File: src/rtl/evt_readout_sequencer.sv
// Event readout sequencer: walks every channel FIFO in order, reads EVT_WORDS
// words from each and streams them framed by header/channel/trailer words.
module evt_readout_sequencer #(
    parameter int N_CH      = 16,
    parameter int DW        = 16,
    parameter int EVT_WORDS = 64,
    parameter int STALL_MAX = 1023
) (
    input  logic                 clk,
    input  logic                 reset,
    input  logic                 enable_i,
    input  logic                 need_read_i,
    input  logic [N_CH-1:0]      ch_empty_i,
    output logic [N_CH-1:0]      ch_rd_en_o,
    input  logic [N_CH*DW-1:0]   ch_dout_i,
    output logic [DW-1:0]        tx_data_o,
    output logic                 tx_valid_o,
    input  logic                 tx_ready_i,
    output logic                 tx_last_o,
    output logic [15:0]          evt_tx_o,
    output logic                 busy_o,
    output logic                 err_stall_o
);

    localparam int CH_W = (N_CH > 1) ? $clog2(N_CH) : 1;
    localparam int WC_W = (EVT_WORDS > 1) ? $clog2(EVT_WORDS) : 1;
    localparam int ST_W = $clog2(STALL_MAX + 1);

    localparam logic [CH_W-1:0] CH_LAST  = CH_W'(N_CH - 1);
    localparam logic [WC_W-1:0] WC_LAST  = WC_W'(EVT_WORDS - 1);
    localparam logic [ST_W-1:0] ST_MAX   = ST_W'(STALL_MAX);
    localparam logic [N_CH-1:0] ONE_HOT0 = N_CH'(1);

    typedef enum logic [3:0] {
        IDLE = 4'd0,
        HDR  = 4'd1,
        CHDR = 4'd2,
        CHK  = 4'd3,
        RD   = 4'd4,
        CAP  = 4'd5,
        SEND = 4'd6,
        TRL  = 4'd7,
        DONE = 4'd8
    } state_t;

    state_t            state_q;
    logic [CH_W-1:0]   ch_q;
    logic [WC_W-1:0]   wcnt_q;
    logic [ST_W-1:0]   stall_q;
    logic [N_CH-1:0]   ch_rd_en_q;
    logic [DW-1:0]     tx_data_q;
    logic              tx_valid_q;
    logic              tx_last_q;
    logic [15:0]       evt_tx_q;
    logic              busy_q;
    logic              err_stall_q;

    logic [ST_W-1:0]   stall_d;
    logic [CH_W-1:0]   ch_nxt_s;
    logic [DW-1:0]     ch_slice_s;

    // Framing words carry a 4-bit tag above a 12-bit payload.
    function automatic logic [DW-1:0] frame_word(input logic [3:0] tag,
                                                 input logic [11:0] payload);
        return DW'({tag, payload});
    endfunction

    assign ch_nxt_s   = ch_q + CH_W'(1);
    assign ch_slice_s = ch_dout_i[ch_q*DW +: DW];

    // Saturating stall counter next value.
    always_comb begin
        stall_d = stall_q;
        if (stall_q == ST_MAX) begin
            stall_d = stall_q;
        end else begin
            stall_d = stall_q + ST_W'(1);
        end
    end

    // Readout FSM; all outputs are driven from registers updated alongside the state.
    always_ff @(posedge clk) begin
        if (reset) begin
            state_q     <= IDLE;
            ch_q        <= '0;
            wcnt_q      <= '0;
            stall_q     <= '0;
            ch_rd_en_q  <= '0;
            tx_data_q   <= '0;
            tx_valid_q  <= 1'b0;
            tx_last_q   <= 1'b0;
            evt_tx_q    <= 16'd0;
            busy_q      <= 1'b0;
            err_stall_q <= 1'b0;
        end else begin
            case (state_q)
                IDLE: begin
                    if (enable_i && need_read_i) begin
                        state_q    <= HDR;
                        busy_q     <= 1'b1;
                        tx_valid_q <= 1'b1;
                        tx_data_q  <= frame_word(4'hA, evt_tx_q[11:0]);
                    end
                end
                HDR: begin
                    if (tx_ready_i) begin
                        state_q   <= CHDR;
                        ch_q      <= '0;
                        tx_data_q <= frame_word(4'hC, 12'h000);
                    end
                end
                CHDR: begin
                    if (tx_ready_i) begin
                        state_q    <= CHK;
                        wcnt_q     <= '0;
                        tx_valid_q <= 1'b0;
                    end
                end
                CHK: begin
                    // Wait indefinitely on an empty FIFO; the error flag only reports it.
                    if (!ch_empty_i[ch_q]) begin
                        state_q    <= RD;
                        stall_q    <= '0;
                        ch_rd_en_q <= ONE_HOT0 << ch_q;
                    end else begin
                        stall_q <= stall_d;
                        if (stall_d == ST_MAX) begin
                            err_stall_q <= 1'b1;
                        end
                    end
                end
                RD: begin
                    state_q    <= CAP;
                    ch_rd_en_q <= '0;
                end
                CAP: begin
                    state_q    <= SEND;
                    tx_data_q  <= ch_slice_s;
                    tx_valid_q <= 1'b1;
                end
                SEND: begin
                    if (tx_ready_i) begin
                        if (wcnt_q < WC_LAST) begin
                            state_q    <= CHK;
                            wcnt_q     <= wcnt_q + WC_W'(1);
                            tx_valid_q <= 1'b0;
                        end else if (ch_q < CH_LAST) begin
                            state_q   <= CHDR;
                            ch_q      <= ch_nxt_s;
                            tx_data_q <= frame_word(4'hC, {4'h0, 8'(ch_nxt_s)});
                        end else begin
                            state_q   <= TRL;
                            tx_data_q <= frame_word(4'hF, evt_tx_q[11:0]);
                            tx_last_q <= 1'b1;
                        end
                    end
                end
                TRL: begin
                    if (tx_ready_i) begin
                        state_q    <= DONE;
                        tx_valid_q <= 1'b0;
                        tx_last_q  <= 1'b0;
                    end
                end
                DONE: begin
                    state_q  <= IDLE;
                    evt_tx_q <= evt_tx_q + 16'd1;
                    busy_q   <= 1'b0;
                end
                default: begin
                    state_q    <= IDLE;
                    ch_rd_en_q <= '0;
                    tx_valid_q <= 1'b0;
                    tx_last_q  <= 1'b0;
                    busy_q     <= 1'b0;
                end
            endcase
        end
    end

    assign ch_rd_en_o  = ch_rd_en_q;
    assign tx_data_o   = tx_data_q;
    assign tx_valid_o  = tx_valid_q;
    assign tx_last_o   = tx_last_q;
    assign evt_tx_o    = evt_tx_q;
    assign busy_o      = busy_q;
    assign err_stall_o = err_stall_q;

endmodule

File: config.mk
export PLATFORM = sky130hd
export DESIGN_NAME = evt_readout_sequencer
export DESIGN_NICKNAME = d
export VERILOG_FILES = /design/src/rtl/evt_readout_sequencer.sv
export SDC_FILE = /design/constraint.sdc
export NUM_CORES = 1
export LEC_CHECK = 0
export CAP_MARGIN = 25
export CORE_AREA = 2 2 128 130
export CTS_CLUSTER_DIAMETER = 120
export CTS_CLUSTER_SIZE = 10
export DETAILED_ROUTE_END_ITERATION = 8
export DIE_AREA = 0 0 130 132
export GPL_TIMING_DRIVEN = 0
export PLACE_DENSITY = 0.78
export SLEW_MARGIN = 20
export SYNTH_ARGS = -nofsm -noshare
export SYNTH_HDL_FRONTEND = slang
export SYNTH_SLANG_ARGS = --single-unit
export TNS_END_PERCENT = 30
File: constraint.sdc
create_clock -name clk -period 3.18 [get_ports clk]
set_input_delay 0.477 -clock clk [delete_from_list [all_inputs] [get_ports clk]]
set_output_delay 0.477 -clock clk [all_outputs]
set_load 0.005 [all_outputs]
# After elaboration in Yosys (flattened, before gate mapping)
# Index checks and enable logic that the tools add are counted.
# op_classes
n_addsub	4
magnitude_cmp	3
eq_ne	21
shifts	2
mux	40
bitwise_logic	4
reduce_logical	19
# op_table
cell	count
256-bit by 9-bit variable part select with 16-bit output	1
16-bit 2-to-1 mux	5
16-bit one-hot mux with 4 select lines	1
4-bit 2-to-1 mux	10
16-bit one-hot mux with 2 select lines	1
4-bit one-hot mux with 8 select lines	1
7-bit OR reduction	3
10-bit equality test (second input constant)	2
10-bit 2-to-1 mux	2
2-bit inequality test (second input constant)	10
5-bit AND reduction	4
6-bit 2-to-1 mux	3
16-bit by 1-bit adder with 16-bit output (second input constant)	1
4-bit by 3-bit equality test with 1-bit output (second input constant)	4
1-bit by 4-bit << shifter with 16-bit output (first input constant)	1
14-bit 2-to-1 mux	1
6-bit one-hot mux with 2 select lines	1
10-bit by 1-bit adder with 10-bit output (second input constant)	1
4-bit by 2-bit equality test with 1-bit output (second input constant)	2
1-bit 2-to-1 mux	8
4-bit one-hot mux with 2 select lines	1
6-bit by 1-bit adder with 6-bit output (second input constant)	1
6-bit less-than comparator (second input constant)	1
3-bit 2-to-1 mux	2
other kinds (21)	26
# word_totals
regBits	76
in_bits	277
wordCells	104

# Logic depth before layout (Yosys ltp)
# logic_depth
ltp_word	5
ltp_mapped	9
mapped_depth_nobuf	7

# Least setup slack after synthesis
# No wires, ideal clock.
# synth_path
path_type	register to register
from	register ch_q[1]
to	register tx_data_q[10] (netlist: tx_data_o[10])
setup_ns	0.132
arrival_ns	2.158
slack_ns	0.890
stages_incl_launch_ff	8
period_less_slack_ns	2.290
cell_sequence	dfxtp_1 -> buf_2 -> buf_2 -> clkbuf_1 -> mux4_2 -> mux4_2 -> a221oi_1 -> nor3_1
# synth_between
elab_chain_cells	5
word_cells_on_any_way	6
classes_between	1 x order compare; 1 x shift; 4 x mux
# synth_rtl
item	line_no	rtl
start, declared	47	logic [CH_W-1:0] ch_q;
start signal, assigned	149	ch_q <= ch_nxt_s;
parallel branches: the longest is 4 deep, another holds 256-bit by 9-bit variable part select with 16-bit output	--	
16-bit one-hot mux with 4 select lines (*)	96	case (state_q)
end signal, assigned	102	tx_data_q <= frame_word(4'hA, evt_tx_q[11:0]);
end signal, assigned	150	tx_data_q <= frame_word(4'hC, {4'h0, 8'(ch_nxt_s)});
end signal, assigned	153	tx_data_q <= frame_word(4'hF, evt_tx_q[11:0]);
end, declared	51	logic [DW-1:0] tx_data_q;
# Mark *: on every way between the ends. The select of a mux whose other input is x is not followed.
# A chain may end at the register's enable or synchronous reset.

# Worst setup path in the final report
# layout_path
from	register ch_q[1]
to	register tx_data_q[11] (netlist: tx_data_o[11])
# Same word-level chain as after synthesis.

==> out/results.ini <==
[run_status]
outcome = completed

[clock_network]
cts_hold_buffers = 0
cts_buffer_depth = 2
cts_buffers = 9
clk_pin_slew_ps = 60
cts_tree = done
clk_latency_ps = 340
cts.sinks = 76
htree_levels = 3
cts_root_buf = clkbuf_16

[logic_synthesis]
synthTopCellsByCount = mux4_2 (84), dfxtp_1 (76), nor2_1 (55)
syn_area_per_cell_sq_um = 10.3
synth.area.top_cells = mux4_2 (32%), dfxtp_1 (26%), nor2_1 (3.5%), a21oi_1 (3.3%), nand3_1 (2.8%)
syn_nets = 858
syn_inst = 572
synth-seq-cells = 76
yosysTopAreaCell = mux4_2
synth-async-reset-ratio = 0
synth_cell_types = 65
synth_edf_count = 0
syn_area_sq_mm = 0.00586
synthDominantCellAreaShare = 0.323
yosysMostFrequentCell = mux4_2
synth_seq_area_share = 0.259
ys_warn_count = 0
ys.flop_type = dfxtp_1

[die]
fp.dieH_um = 132
core-area_sq_mm = 0.0157
die_w_um = 130
die-area_sq_mm = 0.0172
rows = 46
start_util = 0.373
io_pins = 329

[grt]
grt_pass1_vias = 6389
track_usage = 0.301
grt_start_max_net_pins = 14
antenna_found_initial = 3
grt_pass1_wl_mm = 38.2
overflow = 0

[setup_path]
max_stage_delay_ps = 600
worst_setup_path_start_kind = flip-flop
worstPathCellList = buf_2, buf_2, clkbuf_1, mux4_2, mux4_2, a221oi_1, nor3_1
critPathTopFamily = buffers and inverters
critPathKind = flip-flop to flip-flop
crit_slowest_cell = clkbuf_1
cp.arrival_ps = 3280
critPathCaptureType = flip-flop
required_ps = 3390
timing.rr.end = tx_data_o[11]
cp_max_fo = 10
reg2reg_slack_ps = 100
rr_worst_depth = 7
r2r-start = ch_q[1]
path_buf_inv = 3

[placed_design]
gp_congestion = 0.967
dp_cells = 1115
io_buffer_count = 327
hpwl_mm = 21.9

[final_layout]
drive_above_1_share = 0.151
fin_cells = 1134
nFillCells = 1323
area_growth_pct = 66.4
nets = 1196

[drt]
wl_met2_mm = 12.8
wl_met3_mm = 2.65
viasPerCell = 5.65
dr.pass1.iters = 5
drtIter0Drc = 569
avgRoutedWirePerCell_um = 22.9
vias = 6403
final_antenna_net_count = 0
top_layer = met5
wl_mm = 26.0
drc = 0
wl_met1_mm = 9.91

[min_path]
hold_end = ch_rd_en_o[11]
holdCritStartpoint = ch_rd_en_o[11]
hold-path-cell-count = 2
hold_path_class = flip-flop to flip-flop

[timing]
slew_headroom = 0.403
finalClockSkew_ps = 6.94
finalSetupTns_ps = 0
slew_viol_final = 0
fin_crit_ps = 3080
hold_violations = 0
max_freq_mhz = 325
tightest_slew_ps = 896
setup-violations-final = 0
period_share = 0.968
rsz0062_at_grt = false

[power]
p_leak_uw = 0.00324
peakVddDrop_v = 0.000243
power_density_mw_per_mm2 = 378

[run]
drv_cap = 0

[routing by layer]
layer | vias up | global-route usage
met4 | 2 | 0.0860
met1 | 3050 | 0.380
met5 | - | 0
met2 | 369 | 0.496
li1 | 2937 | -
met3 | 45 | 0.0954
[flip-flops by register name, summed over array words and instances, names as in the netlist, 4 cells and up]
name and cells:
tx_data_o 16, wcnt_q 6, stall_q 10, state_q 4, ch_q 4, evt_tx_o 16, ch_rd_en_o 16
[placed cells by master (no fill, tap or decap), types with 8 or more instances in the layout]
cell / netlist / layout
nand2_1: 40 / 40
clkbuf_16: 0 / 9
a221oi_1: 8 / 8
clkbuf_1: 25 / 25
xor2_1: 12 / 12
nand3_1: 33 / 33
a211oi_1: 8 / 8
mux4_2: 84 / 84
nand4_1: 9 / 9
o21ai_0: 18 / 18
dfxtp_1: 76 / 76
ha_1: 9 / 9
nor3_1: 27 / 27
buf_2: 15 / 15
a21oi_1: 39 / 39
inv_1: 12 / 12
clkdlybuf4s50_1: 0 / 327
nor2_1: 55 / 55
[worst max path at each step]
stage	startpoint	endpoint	slack, ps	cells after the start
after floorplan	ch_q[1]	tx_data_o[10]	890	7
after global placement	ch_q[1]	tx_data_o[0]	160	7
after detailed placement	ch_q[1]	tx_data_o[11]	150	7
after CTS	ch_q[1]	tx_data_o[11]	140	7
after global routing	ch_q[1]	tx_data_o[0]	20	7
final	ch_q[1]	tx_data_o[11]	100	7
[area by class of cell]
type,count,area (sq um),area share
timing repair buffer,327,3270,0.336
inverter,12,45.0,0.00462
buffer,51,268,0.0274
antenna,3,7.51,0.000770
sequential,76,1520,0.156
clock buffer,10,229,0.0235
clock inverter,6,111,0.0114
tap,216,270,0.0277
multi-input combinational,433,4030,0.413
[where the power goes]
group / internal [uW] / leakage, uW / total (uW) / switching (uW)
clock network: 768 / 0.000163 / 1180 / 415
registers: 1060 / 0.000616 / 1130 / 68.4
logic: 755 / 0.00246 / 1380 / 624
total: 2580 / 0.00324 / 3690 / 1110
[worst min-delay path, delay by kind of cell, from the launching register on]
kind,cells,cell delay [ps]
AO/OA/AOI/OAI,1,50
AND/OR/NAND/NOR,1,50
flip-flops,1,310
[kinds of logic after synthesis]
group / Yosys count / synth area share
AO/OA/AOI/OAI: 117 / 0.140
XOR/XNOR: 19 / 0.0284
adder cells (fa/ha/maj): 9 / 0.0192
buffers and inverters: 63 / 0.0531
flip-flops: 76 / 0.259
multiplexers: 89 / 0.331
AND/OR/NAND/NOR: 199 / 0.169
[metrics by stage]
stage	hold WS (ps)	cell area [sq um]	total power (uW)	setup WS, ps	utilization
after global placement	439	9410	2480	161	0.599
after floorplan	448	5860	1780	890	-
after global routing	462	9750	3840	23.8	0.621
final	448	9760	3690	102	0.621
after CTS	451	9750	3670	143	0.620
after detailed placement	444	9410	2500	154	0.599
[timing repair]
item / CTS / global route
setup endpoints to repair: 0 / 1
gates resized for setup: 0 / 2
buffers inserted: 0 / 0
(Power assumes the default switching activity.)
